$ cat src/rtl/pi_request_queue_if.sv
// Request bus between the Pi request queue and the 68k bus engine.
// The queue drives the head entry; the engine answers with REQ_READY.
interface pi_request_queue_if;
  logic        REQ_VALID;
  logic        REQ_READY;
  logic [23:0] REQ_ADDR;
  logic [31:0] REQ_WDATA;
  logic [1:0]  REQ_SIZE;
  logic        REQ_READ;
  logic [2:0]  REQ_FC;

  modport src (output REQ_VALID, REQ_ADDR, REQ_WDATA, REQ_SIZE, REQ_READ, REQ_FC,
               input  REQ_READY);
  modport snk (input  REQ_VALID, REQ_ADDR, REQ_WDATA, REQ_SIZE, REQ_READ, REQ_FC,
               output REQ_READY);
endinterface

$ cat src/rtl/pi_request_queue.sv
// Pi write strobe synchroniser, request staging registers and a DEPTH-entry
// request FIFO feeding the 68k bus engine.
module pi_request_queue #(
  parameter int         DEPTH       = 4,
  parameter logic [2:0] REG_DATA_LO = 3'd0,
  parameter logic [2:0] REG_DATA_HI = 3'd1,
  parameter logic [2:0] REG_ADDR_LO = 3'd2,
  parameter logic [2:0] REG_ADDR_HI = 3'd3,
  parameter logic [2:0] REG_CONTROL = 3'd7
) (
  input  logic                     SYSCLK,
  input  logic                     nRESET,
  input  logic                     PI_WR,
  input  logic [2:0]               PI_A,
  input  logic [15:0]              PI_D,
  input  logic                     IN_FLIGHT,
  pi_request_queue_if.src          req,
  output logic                     FULL,
  output logic                     BUSY,
  output logic                     OVERFLOW,
  output logic [$clog2(DEPTH):0]   COUNT
);

  localparam int PW = $clog2(DEPTH);
  localparam int CW = PW + 1;

  typedef struct packed {
    logic [23:0] addr;
    logic [31:0] wdata;
    logic [1:0]  size;
    logic        rd;
    logic [2:0]  fc;
  } req_t;

  // s0 -> s1 -> s2; vld_pipe_q marks which stages hold a post-reset sample so a
  // strobe already low at reset release never looks like a falling edge.
  logic [2:0] wr_sync_q;
  logic [2:0] vld_pipe_q;
  logic       wr_ev;

  always_ff @(posedge SYSCLK or negedge nRESET) begin
    if (!nRESET) begin
      wr_sync_q  <= 3'b111;
      vld_pipe_q <= 3'b000;
    end else begin
      wr_sync_q  <= {wr_sync_q[1:0], PI_WR};
      vld_pipe_q <= {vld_pipe_q[1:0], 1'b1};
    end
  end

  assign wr_ev = vld_pipe_q[2] & wr_sync_q[2] & ~wr_sync_q[1];

  req_t stage_q, stage_d;
  logic push, ovf_clr;

  always_comb begin
    stage_d = stage_q;
    push    = 1'b0;
    ovf_clr = 1'b0;
    if (wr_ev) begin
      if (PI_A == REG_DATA_LO) begin
        stage_d.wdata[15:0] = PI_D;
      end else if (PI_A == REG_DATA_HI) begin
        stage_d.wdata[31:16] = PI_D;
      end else if (PI_A == REG_ADDR_LO) begin
        stage_d.addr[15:0] = PI_D;
      end else if (PI_A == REG_ADDR_HI) begin
        stage_d.addr[23:16] = PI_D[7:0];
        stage_d.size        = PI_D[9:8];
        stage_d.rd          = PI_D[10];
        stage_d.fc          = PI_D[13:11];
        push                = 1'b1;
      end else if (PI_A == REG_CONTROL) begin
        ovf_clr = ~PI_D[15] & PI_D[3];
      end
    end
  end

  req_t          mem_q [DEPTH];
  logic [PW-1:0] wptr_q, wptr_d, rptr_q, rptr_d;
  logic [CW-1:0] cnt_q, cnt_d;
  logic          ovf_q, ovf_d;
  logic          pop, push_ok;

  // A full FIFO still takes a push when the head leaves in the same cycle.
  assign pop     = (cnt_q != '0) & req.REQ_READY;
  assign push_ok = push & ((cnt_q != CW'(DEPTH)) | pop);

  always_comb begin
    wptr_d = wptr_q;
    rptr_d = rptr_q;
    cnt_d  = cnt_q;
    ovf_d  = ovf_q;
    if (push_ok) wptr_d = wptr_q + 1'b1;
    if (pop)     rptr_d = rptr_q + 1'b1;
    if (push_ok && !pop)      cnt_d = cnt_q + 1'b1;
    else if (!push_ok && pop) cnt_d = cnt_q - 1'b1;
    if (ovf_clr)          ovf_d = 1'b0;
    if (push && !push_ok) ovf_d = 1'b1;
  end

  always_ff @(posedge SYSCLK or negedge nRESET) begin
    if (!nRESET) begin
      stage_q <= '0;
      wptr_q  <= '0;
      rptr_q  <= '0;
      cnt_q   <= '0;
      ovf_q   <= 1'b0;
      for (int i = 0; i < DEPTH; i++) mem_q[i] <= '0;
    end else begin
      stage_q <= stage_d;
      wptr_q  <= wptr_d;
      rptr_q  <= rptr_d;
      cnt_q   <= cnt_d;
      ovf_q   <= ovf_d;
      if (push_ok) mem_q[wptr_q] <= stage_d;
    end
  end

  assign req.REQ_VALID = (cnt_q != '0);
  assign req.REQ_ADDR  = mem_q[rptr_q].addr;
  assign req.REQ_WDATA = mem_q[rptr_q].wdata;
  assign req.REQ_SIZE  = mem_q[rptr_q].size;
  assign req.REQ_READ  = mem_q[rptr_q].rd;
  assign req.REQ_FC    = mem_q[rptr_q].fc;

  assign FULL     = (cnt_q == CW'(DEPTH));
  assign BUSY     = (cnt_q != '0) | IN_FLIGHT;
  assign OVERFLOW = ovf_q;
  assign COUNT    = cnt_q;

endmodule

$ cat src/flat_wrapper.sv
// flat-port wrapper written by rule: the top's interface ports become plain ports
module pi_request_queue_flat 
#(
  parameter int         DEPTH       = 4,
  parameter logic [2:0] REG_DATA_LO = 3'd0,
  parameter logic [2:0] REG_DATA_HI = 3'd1,
  parameter logic [2:0] REG_ADDR_LO = 3'd2,
  parameter logic [2:0] REG_ADDR_HI = 3'd3,
  parameter logic [2:0] REG_CONTROL = 3'd7
)
  (SYSCLK, nRESET, PI_WR, PI_A, PI_D, IN_FLIGHT, FULL, BUSY, OVERFLOW, COUNT, req_REQ_VALID, req_REQ_ADDR, req_REQ_WDATA, req_REQ_SIZE, req_REQ_READ, req_REQ_FC, req_REQ_READY);
  pi_request_queue_if req_i ();
  input  logic SYSCLK;
  input  logic nRESET;
  input  logic PI_WR;
  input  logic [2:0] PI_A;
  input  logic [15:0] PI_D;
  input  logic IN_FLIGHT;
  output logic FULL;
  output logic BUSY;
  output logic OVERFLOW;
  output logic [$clog2(DEPTH):0] COUNT;
  output wire logic [$bits(req_i.REQ_VALID)-1:0] req_REQ_VALID;
  output wire logic [$bits(req_i.REQ_ADDR)-1:0] req_REQ_ADDR;
  output wire logic [$bits(req_i.REQ_WDATA)-1:0] req_REQ_WDATA;
  output wire logic [$bits(req_i.REQ_SIZE)-1:0] req_REQ_SIZE;
  output wire logic [$bits(req_i.REQ_READ)-1:0] req_REQ_READ;
  output wire logic [$bits(req_i.REQ_FC)-1:0] req_REQ_FC;
  input wire logic [$bits(req_i.REQ_READY)-1:0] req_REQ_READY;
  assign req_REQ_VALID = req_i.REQ_VALID;
  assign req_REQ_ADDR = req_i.REQ_ADDR;
  assign req_REQ_WDATA = req_i.REQ_WDATA;
  assign req_REQ_SIZE = req_i.REQ_SIZE;
  assign req_REQ_READ = req_i.REQ_READ;
  assign req_REQ_FC = req_i.REQ_FC;
  assign req_i.REQ_READY = req_REQ_READY;
  pi_request_queue #(.DEPTH(DEPTH), .REG_DATA_LO(REG_DATA_LO), .REG_DATA_HI(REG_DATA_HI), .REG_ADDR_LO(REG_ADDR_LO), .REG_ADDR_HI(REG_ADDR_HI), .REG_CONTROL(REG_CONTROL)) u_core (.SYSCLK(SYSCLK), .nRESET(nRESET), .PI_WR(PI_WR), .PI_A(PI_A), .PI_D(PI_D), .IN_FLIGHT(IN_FLIGHT), .req(req_i), .FULL(FULL), .BUSY(BUSY), .OVERFLOW(OVERFLOW), .COUNT(COUNT));
endmodule
$ cat config.mk
export PLATFORM = sky130hd
export DESIGN_NAME = pi_request_queue_flat
export DESIGN_NICKNAME = d
export VERILOG_FILES = /design/src/rtl/pi_request_queue_if.sv /design/src/rtl/pi_request_queue.sv /design/src/flat_wrapper.sv
export SDC_FILE = /design/constraint.sdc
export NUM_CORES = 1
export LEC_CHECK = 0
export ABC_CLOCK_PERIOD_IN_PS = 4130
export BUFFER_PORTS_ARGS = -buffer_cell sky130_fd_sc_hd__buf_2
export CAP_MARGIN = 25
export CORE_UTILIZATION = 30
export DETAILED_ROUTE_END_ITERATION = 10
export HOLD_SLACK_MARGIN = 0.1
export SYNTH_ARGS = -nofsm -noshare
export SYNTH_HDL_FRONTEND = slang
export SYNTH_SLANG_ARGS = --single-unit
export TNS_END_PERCENT = 10
$ cat constraint.sdc
create_clock -name SYSCLK -period 4.13 [get_ports SYSCLK]
set_input_delay 0.6195 -clock SYSCLK [delete_from_list [all_inputs] [get_ports SYSCLK]]
set_output_delay 0.6195 -clock SYSCLK [all_outputs]
set_load 0.005 [all_outputs]
==> results.md, run 1 <==
* Die area at 50500 um2
* Clock latency at the later pin of the worst-skew pair at 0.60 ns
* Post-Syn Nets at 1289
* R2R depth at 8
* Final hold vios at 0
* Grt total ovfl at 0
* Sink Count at 310
* H-tree lvl count at 1
* Final critical-path share of the clock period at 0.785
* P_leak at 6.92 nW
* Worst Tran Pin Value at 1.13 ns
* Tot GR Track Use at 0.189
* Gate Count Post-Synth at 1259
* TNS Setup at 0 ns
* Worst setup SP type: flop
* CP Class: flop to primary output
* Placed cell count at 1855
* CTS Buf Count at 31
* Peak VDD IR at 479 uV
* Yosys top cell area share at 0.516
* Starting density of the core at 0.304
* Min Tclk post-route at 3.24 ns
* Avg Cell Area, Syn at 11.8 um2
* First DRT Iteration DRCs at 1569
* RSZ-0062 raised after global routing: false
* DR pass1 iterations at 5
* Global-route wire length before repair at 74.2 mm
* Row count at 81
* DR WL/cell at 25.4 um
* F_max at 308 MHz
* Critical path arrival at 2.62 ns
* Synth async-reset ratio at 1.00
* # setup viols final at 0
* Synth area leader: dfrtp_1
* DRC Markers at 0
* Nets@finish at 1255
* Crit. End Element: primary output
* Clk_skew at 0.0280 ns
* CTS tree: done
* Die width at 225 um
* Synth cell types at 36
* # Max-Cap Violations at 0
* Post-cts sizing count at 0
* Crit path from: u_core.rptr_q[0]
* Hold_buf cts at 0
* Critical Path End: req_REQ_WDATA[5]
* WP data required at 3.51 ns
* Share of layout cells above drive strength 1 at 0.203
* Via count at 12300
* Clock transition at path regs at 0.06 ns
* Placeable Area at 49000 um2
* RR Endpoint: u_core.COUNT[2]
* DRT Wirelength at 48.5 mm
* R2R Setup Slk at 1.27 ns
* Routed Antenna Nets at 0
* Hpwl dp at 25.8 mm
* Synthesis-to-layout area growth at 13.4%
* Finished Layout Cells at 1914
* Max Buffers Root-to-Sink at 3
* Outcome: complete, no violations
* CP Max Fanout at 28
* Origin of the critical flop-to-flop path: u_core.wr_sync_q[2]
* Mapped cell area at 14900 um2
* Core Util, Final at 0.345
* Largest net degree at the start of global routing at 241
* Top_reg_cell synth: dfrtp_1
* Sequential-to-total area share from yosys stat at 0.522
* Worst slew margin at 0.244
* Port buffer count at 92
* Vias in the first global route at 12200
* Postcts setup bufs at 0
* Largest cells by area after synthesis: dfrtp_1 52%, a41oi_1 11%, mux4_2 9.4%
* Register bit total from synthesis at 310
* ANT cells at 0
* Hold WC Path Type: input pin to asynchronous set/reset pin
* RD Place Congestion at 0.754
* Post-synth EDFFs at 0
* Initial antenna violation count at 1
* Root buf cell: clkbuf_16
* Final Max Slew Viols at 0
* Pwr per Cell Area at 630 nW/um2
* I/O pin count at 93
* Total power at 10.6 mW
* Die height at 225 um
* Yosys warns at 0
* DR vias/cell at 6.45
power breakdown:
part           switching, mW  internal, mW  leakage, nW
combinational           2.08          1.43         2.29
sequential             0.534          3.74         4.12
clock                   1.24          1.60        0.503
logic make-up after synthesis:
logic type / synth area share
other: 0.000252
and+or+nand+nor: 0.0418
muxes: 0.0954
buffers and inverters: 0.0552
DFF: 0.522
xor gates and xnor gates: 0.00353
AOI/OAI and AO/OA: 0.276
adders and majority gates: 0.00555
routing by layer:
metal  routed length, um  vias up  global-route usage
li1                    -     5225                   -
met2               21700      644               0.279
met5                   0        -                   0
met1               20500     6373               0.270
met3                4590       96              0.0430
met4                1770        0              0.0687
worst min path at each step:
stage,from,to
final,nRESET,u_core.mem_q[129]
after floorplan,nRESET,u_core.COUNT[0]
after global placement,u_core.vld_pipe_q[1],u_core.vld_pipe_q[2]
after global routing,nRESET,u_core.mem_q[129]
after detailed placement,u_core.vld_pipe_q[0],u_core.vld_pipe_q[1]
after CTS,nRESET,u_core.mem_q[195]
worst max-delay path, cell delays in order (launching register included):
cell and delay, ns:
dfrtp_4 0.88, buf_4 0.40, mux4_2 0.59, buf_2 0.15
cell usage after synthesis, types with 3 or more instances:
| cell type | n |
|---|---|
| a31oi_1 | 192 |
| nor4_2 | 3 |
| ha_1 | 5 |
| o21ai_1 | 10 |
| nand2_1 | 51 |
| o41ai_1 | 112 |
| inv_1 | 21 |
| a41oi_1 | 192 |
| xnor2_1 | 4 |
| o21ai_0 | 38 |
| mux4_2 | 62 |
| dfstp_2 | 3 |
| buf_1 | 11 |
| dfrtp_1 | 307 |
| buf_2 | 41 |
| clkbuf_1 | 132 |
| nand3_1 | 49 |
sequential cells by signal (all words and copies together), names as in the netlist:
name,flops
u_core.mem_q,248
u_core.stage_q,48
u_core.COUNT,3
u_core.vld_pipe_q,3
u_core.wr_sync_q,3
u_core.rptr_q,2
u_core.wptr_q,2
u_core.OVERFLOW,1
metrics by stage:
step           instance area, um2  setup WS, ns  hold slack (ns)
2_1_floorplan               14900          1.60            0.324
3_3_place_gp                15800         0.975            0.334
3_5_place_dp                15800         0.985            0.338
4_1_cts                     16800         0.843            0.116
5_1_grt                     16900         0.747            0.132
6_report                    16900         0.886           0.0782
cells in the final DEF (no fill, tap or decap), drive strengths merged, types with 6 or more instances in the layout:
cell type / netlist / final
a31oi: 192 / 192
a41oi: 192 / 192
buf: 52 / 117
clkbuf: 132 / 49
clkinv: 0 / 6
dfrtp: 307 / 307
inv: 21 / 23
mux4: 62 / 62
nand2: 51 / 51
nand3: 49 / 49
o21ai: 48 / 48
o41ai: 112 / 112
area by class of cell:
class | count | area, um2
Multi-Input combinational cell | 744 | 6380
Sequential cell | 310 | 7770
Clock inverter | 9 | 88.8
Clock buffer | 49 | 923
Timing Repair Buffer | 117 | 791
Inverter | 21 | 78.8
Fill cell | 4819 | 32100
Tap cell | 664 | 831
Power figures use the tool's default switching activity.
==> run 2: changes to the inputs <==
--- a/config.mk
+++ b/config.mk
@@ -5,7 +5,7 @@
 export SDC_FILE = /design/constraint.sdc
 export NUM_CORES = 1
 export LEC_CHECK = 0
-export ABC_CLOCK_PERIOD_IN_PS = 4130
+export ABC_CLOCK_PERIOD_IN_PS = 2900
 export BUFFER_PORTS_ARGS = -buffer_cell sky130_fd_sc_hd__buf_2
 export CAP_MARGIN = 25
 export CORE_UTILIZATION = 30
==> constraint.sdc (replaced) <==
create_clock -name SYSCLK -period 2.9 [get_ports SYSCLK]
set_input_delay 0.435 -clock SYSCLK [delete_from_list [all_inputs] [get_ports SYSCLK]]
set_output_delay 0.435 -clock SYSCLK [all_outputs]
set_load 0.005 [all_outputs]
==> results.md, run 2 (synthesis results as in run 1) <==
* Outcome: complete, no violations
* # Max-Cap Violations at 0 (unchanged)
* Flop pwr share at 0.381 (-0.021)
* Hpwl dp at 26.0 mm (+0.94%)
* Tot GR Track Use at 0.191 (+0.00182)
* Placeable Area at 49000 um2 (unchanged)
* DRT Wirelength at 48.3 mm (-0.45%)
* Largest reg by FF count: u_core.mem_q
* Hold WC Path Type: input pin to flop
* Min Tclk post-route at 2.68 ns
* TNS Setup at 0 ns (unchanged)
* CP Max Fanout at 26 (-7.1%)
* Clk_skew at 0.0297 ns (+0.00171 ns)
* Clock share of power at 0.279 (+0.011)
* CP max-delay cell: mux4_2
* ANT cells at 0 (unchanged)
* H-tree lvl count at 2 (+1)
* P_leak at 7.04 nW (+1.8%)
* Pwr per Cell Area at 901 nW/um2 (+43%)
* RD Place Congestion at 0.767 (+1.8%)
* Root buf cell: clkbuf_16
* Final hold vios at 0 (unchanged)
* DRC Markers at 0 (unchanged)
* Initial antenna violation count at 1 (unchanged)
* # setup viols final at 0 (unchanged)
* Critical path arrival at 2.24 ns (-0.38 ns)
* Peak VDD IR at 475 uV (-0.88%)
* DR WL/cell at 25.0 um (-1.3%)
* DR pass1 iterations at 7 (+2)
* Worst setup SP type: flop
* Worst Tran Pin Value at 0.806 ns (-0.327 ns)
* WP data required at 2.47 ns (-1.04 ns)
* Largest net degree at the start of global routing at 117 (-51%)
* Die area at 50500 um2 (unchanged)
* Routed Antenna Nets at 0 (unchanged)
* Total power at 15.4 mW (+45%)
* Postcts setup bufs at 0 (unchanged)
* CP Class: flop to primary output
* Worst slew margin at 0.463 (+0.218)
* Finished Layout Cells at 1931 (+0.89%)
* Int Pwr at 9.89 mW (+46%)
* Largest registers: u_core.mem_q (248), u_core.stage_q (48)
* Crit-path cells: buf_4 > mux4_2 > buf_2
* CTS tree: done
* Final Max Slew Viols at 0 (unchanged)
* Worst slack at placement at 0.524 ns (-0.461 ns)
* Crit. End Element: primary output
* Via count at 12300 (-0.32%)
* I/O pin count at 93 (unchanged)
* Die height at 225 um (unchanged)
* Most frequent cells in the layout: 305 x dfrtp_1, 192 x a41oi_1, 192 x a31oi_1, 112 x o41ai_1, 91 x buf_2
* Starting density of the core at 0.304 (unchanged)
* RSZ-0062 raised after global routing: false
* First DRT Iteration DRCs at 1446 (-7.8%)
* F_max at 373 MHz
* Final setup margin at 0.221 ns (-0.665 ns)
* Grt total ovfl at 0 (unchanged)
* Global-route wire length before repair at 75.2 mm (+1.3%)
* Row count at 81 (unchanged)
* Post-cts sizing count at 0 (unchanged)
* Sink Count at 310 (unchanged)
* Port buffer count at 92 (unchanged)
* Synthesis-to-layout area growth at 15.1%
* Final critical-path share of the clock period at 0.924
* Largest register FFs at 248 (unchanged)
* Clock transition at path regs at 0.06 ns (about the same)
* CTS Buf Count at 35 (+13%)
* Share of layout cells above drive strength 1 at 0.212 (+0.00832)
* Clock latency at the later pin of the worst-skew pair at 0.54 ns (-0.06 ns)
* Biggest cell delay along the critical path at 0.63 ns (-0.25 ns)
* Placed cell count at 1869 (+0.75%)
* Sw frac at 0.359 (-0.00376)
* Switching pwr at 5.54 mW (+44%)
* DR vias/cell at 6.37 (-1.2%)
* Nets@finish at 1274 (+1.5%)
* Vias in the first global route at 12300 (+1.4%)
* Comb pwr share at 0.340 (+0.010)
* Die width at 225 um (unchanged)
* Core Util, Final at 0.350 (+0.00529)
* Max Buffers Root-to-Sink at 3 (unchanged)
* Leading cell type in the layout, fill and taps excluded: dfrtp_1
## run 2: cell count changes in the layout (fill, tap and decap cells not counted), sizes merged, moves of 2 or more
cell | previous run | this run
clkinvlp | 0 | 2
buf | 117 | 130
inv | 23 | 21
dlygate4sd3 | 0 | 2
clkbuf | 49 | 53
## run 2: final cells by class
class                           instances  area [um2]
Fill cell                            4756       31800
Clock inverter                          7        62.6
Clock buffer                           53        1040
Tap cell                              664         831
Multi-Input combinational cell        744        6380
Timing Repair Buffer                  132         963
Sequential cell                       310        7770
Inverter                               21        78.8
## run 2: final timing paths
path / startpoint / endpoint / cells past startpoint / slack (ns)
worst min-delay path: req_REQ_READY / u_core.rptr_q[1] / 3 / 0.25
worst min register to register: u_core.wr_sync_q[0] / u_core.wr_sync_q[1] / 0 / 0.36
max in group asynchronous: nRESET / u_core.rptr_q[1] / 3 / 1.58
worst max register to register: u_core.COUNT[1] / u_core.mem_q[133] / 4 / 0.63
min in group asynchronous: nRESET / u_core.mem_q[13] / 2 / 0.47
worst max-delay path: u_core.rptr_q[0] / req_REQ_FC[2] / 3 / 0.22
## run 2: worst max-delay path: cells and delay by family, from the launching register on
family	cells	cell delay, ns
muxes	1	0.63
buffers and inverters	2	0.64
DFF	1	0.42
## run 2: power groups by stage
stage          Sequential [mW]  Combinational (mW)  Clock [mW]
2_1_floorplan             5.74                3.43           0
3_3_place_gp              5.88                5.19           0
3_5_place_dp              5.93                5.27           0
4_1_cts                   5.87                5.28        4.37
5_1_grt                   5.99                5.71        4.54
6_report                  5.88                5.24        4.30
## run 2: what timing repair did
action,CTS,global route
setup endpoints to repair,0,0
hold buffers,2,0
endpoints found under the hold margin,63,0
## run 2: per-stage QoR
| stage | area, um2 | hold slack, ns |
|---|---|---|
| floorplan | 14900 | 0.139 |
| global placement | 16000 | 0.333 |
| detailed placement | 16000 | 0.336 |
| CTS | 17100 | 0.244 |
| global route | 17100 | 0.269 |
| finish | 17100 | 0.248 |
## run 2: layer usage
metal | GRT usage | share of wire
met2 | 0.285 | 0.45
met5 | 0 | 0.00031
met4 | 0.0733 | 0.036
met1 | 0.265 | 0.42
met3 | 0.0481 | 0.089
==> run 3: changes to the inputs <==
--- a/config.mk
+++ b/config.mk
@@ -8,6 +8,7 @@
 export ABC_CLOCK_PERIOD_IN_PS = 2900
 export BUFFER_PORTS_ARGS = -buffer_cell sky130_fd_sc_hd__buf_2
 export CAP_MARGIN = 25
+export CORE_MARGIN = 1.5
 export CORE_UTILIZATION = 30
 export DETAILED_ROUTE_END_ITERATION = 10
 export HOLD_SLACK_MARGIN = 0.1
==> results.md, run 3 (synthesis results as in run 1) <==
* Final critical-path share of the clock period at 0.947 (+0.0237)
* F_max at 364 MHz (-2.5%)
* Largest registers: u_core.mem_q (248), u_core.stage_q (48)
* Postcts setup bufs at 0 (unchanged)
* Placeable Area at 49000 um2 (unchanged)
* Crit. End Element: primary output
* Die height at 226 um (+0.45%)
* Crit-path cells: buf_4 > mux4_2 > buf_2
* H-tree lvl count at 1 (-1)
* TNS Setup at 0 ns (unchanged)
* DR WL/cell at 25.1 um (+0.50%)
* Global-route wire length before repair at 76.1 mm (+1.2%)
* Worst Tran Pin Value at 0.871 ns (+0.0646 ns)
* Leading cell type in the layout, fill and taps excluded: dfrtp_1
* CP max-delay cell: dfrtp_4
* Synthesis-to-layout area growth at 15.9%
* Via count at 12400 (+0.49%)
* Clk_skew at 0.0156 ns (-0.0141 ns)
* Row count at 81 (unchanged)
* Share of layout cells above drive strength 1 at 0.219 (+0.00764)
* Vias in the first global route at 12200 (-0.77%)
* Post-cts sizing count at 0 (unchanged)
* Outcome: complete, no violations
* Largest reg by FF count: u_core.mem_q
* DR pass1 iterations at 5 (-2)
* DR vias/cell at 6.38 (+0.12%)
* Routed Antenna Nets at 0 (unchanged)
* Nets@finish at 1279 (+0.39%)
* CTS tree: done
* First DRT Iteration DRCs at 1806 (+25%)
* RSZ-0062 raised after global routing: false
* Initial antenna violation count at 0 (-1)
* RD Place Congestion at 0.752 (-1.9%)
* # Max-Cap Violations at 0 (unchanged)
* Hold_buf cts at 2 (unchanged)
* Final hold vios at 0 (unchanged)
* Final Max Slew Viols at 0 (unchanged)
* Die area at 50900 um2 (+0.89%)
* Sink Count at 310 (unchanged)
* DRT Wirelength at 48.7 mm (+0.86%)
* Clock transition at path regs at 0.06 ns (about the same)
* I/O pin count at 93 (unchanged)
* Largest net degree at the start of global routing at 109 (-6.8%)
* Max Buffers Root-to-Sink at 3 (unchanged)
* Tot GR Track Use at 0.191 (+0.000465)
* Min Tclk post-route at 2.75 ns (+0.0688 ns)
* # setup viols final at 0 (unchanged)
* Root buf cell: clkbuf_16
* DRC Markers at 0 (unchanged)
* Grt total ovfl at 0 (unchanged)
* Worst setup SP type: flop
* Die width at 226 um (+0.45%)
* Largest register FFs at 248 (unchanged)
* Dpl cell area at 16200 um2 (+0.97%)
* Peak VDD IR at 622 uV (+31%)
* Port buffer count at 92 (unchanged)
* Pwr per Cell Area at 895 nW/um2 (-0.63%)
* WP data required at 2.47 ns (about the same)
* CP Class: flop to primary output
* Starting density of the core at 0.304 (unchanged)
* Critical path arrival at 2.31 ns (+0.07 ns)
* CTS Buf Count at 31 (-11%)
* Hold WC Path Type: input pin to flop
* Biggest cell delay along the critical path at 0.72 ns (+0.09 ns)
* Most frequent cells in the layout: 305 x dfrtp_1, 192 x a41oi_1, 192 x a31oi_1, 112 x o41ai_1, 91 x buf_2
* P_leak at 7.11 nW (+0.98%)
* CP Max Fanout at 18 (-31%)
* Hpwl dp at 26.6 mm (+2.1%)
* Clock latency at the later pin of the worst-skew pair at 0.58 ns (+0.04 ns)
* Final Cell Area at 17200 um2 (+0.71%)
* Worst slew margin at 0.420 (-0.0431)
-- run 3: area by class of cell --
type	count	area [um2]
Sequential cell	310	7770
Antenna cell	1	2.50
Fill cell	4810	31700
Clock buffer	44	925
Inverter	21	78.8
Multi-Input combinational cell	744	6380
Tap cell	664	831
Timing Repair Buffer	141	1120
Clock inverter	13	145
-- run 3: final timing paths --
| kind | end | slack [ns] | start | cells past startpoint |
|---|---|---|---|---|
| worst min register to register | u_core.vld_pipe_q[1] | 0.35 | u_core.vld_pipe_q[0] | 0 |
| max in group asynchronous | u_core.rptr_q[0] | 1.71 | nRESET | 3 |
| worst max register to register | u_core.mem_q[184] | 0.52 | u_core.wr_sync_q[2] | 4 |
| worst min-delay path | u_core.rptr_q[1] | 0.17 | req_REQ_READY | 3 |
| min in group asynchronous | u_core.mem_q[135] | 0.39 | nRESET | 2 |
| worst max-delay path | req_REQ_WDATA[7] | 0.15 | u_core.rptr_q[0] | 3 |
-- run 3: power breakdown --
group / internal (mW) / switching, mW
sequential: 5.32 / 0.641
combinational: 2.13 / 3.12
clock: 2.47 / 1.75
total: 9.93 / 5.51
-- run 3: through the flow --
stage                     cells  power [mW]  hold slack, ns  setup WS, ns   util
final                      1938        15.4           0.174         0.152  0.352
after detailed placement   1878        11.3           0.336         0.468  0.330
after CTS                  1937        15.5           0.160        0.0699  0.352
after global placement     1878        11.2           0.333         0.478  0.330
after floorplan            1259        9.17           0.139         0.553      -
after global routing       1937        16.3           0.209        0.0300  0.352
-- run 3: routing by layer --
layer	vias to the layer above	wire, um	global-route usage
met5	-	41	0.00684
met4	2	1390	0.0559
met3	83	4530	0.0488
met2	614	22500	0.286
met1	6395	20300	0.271
li1	5265	-	-
-- run 3: worst max-delay path: cells and delay by family, from the launching register on --
kind | cells | cell delay (ns)
DFF | 1 | 0.72
muxes | 1 | 0.56
buffers and inverters | 2 | 0.45
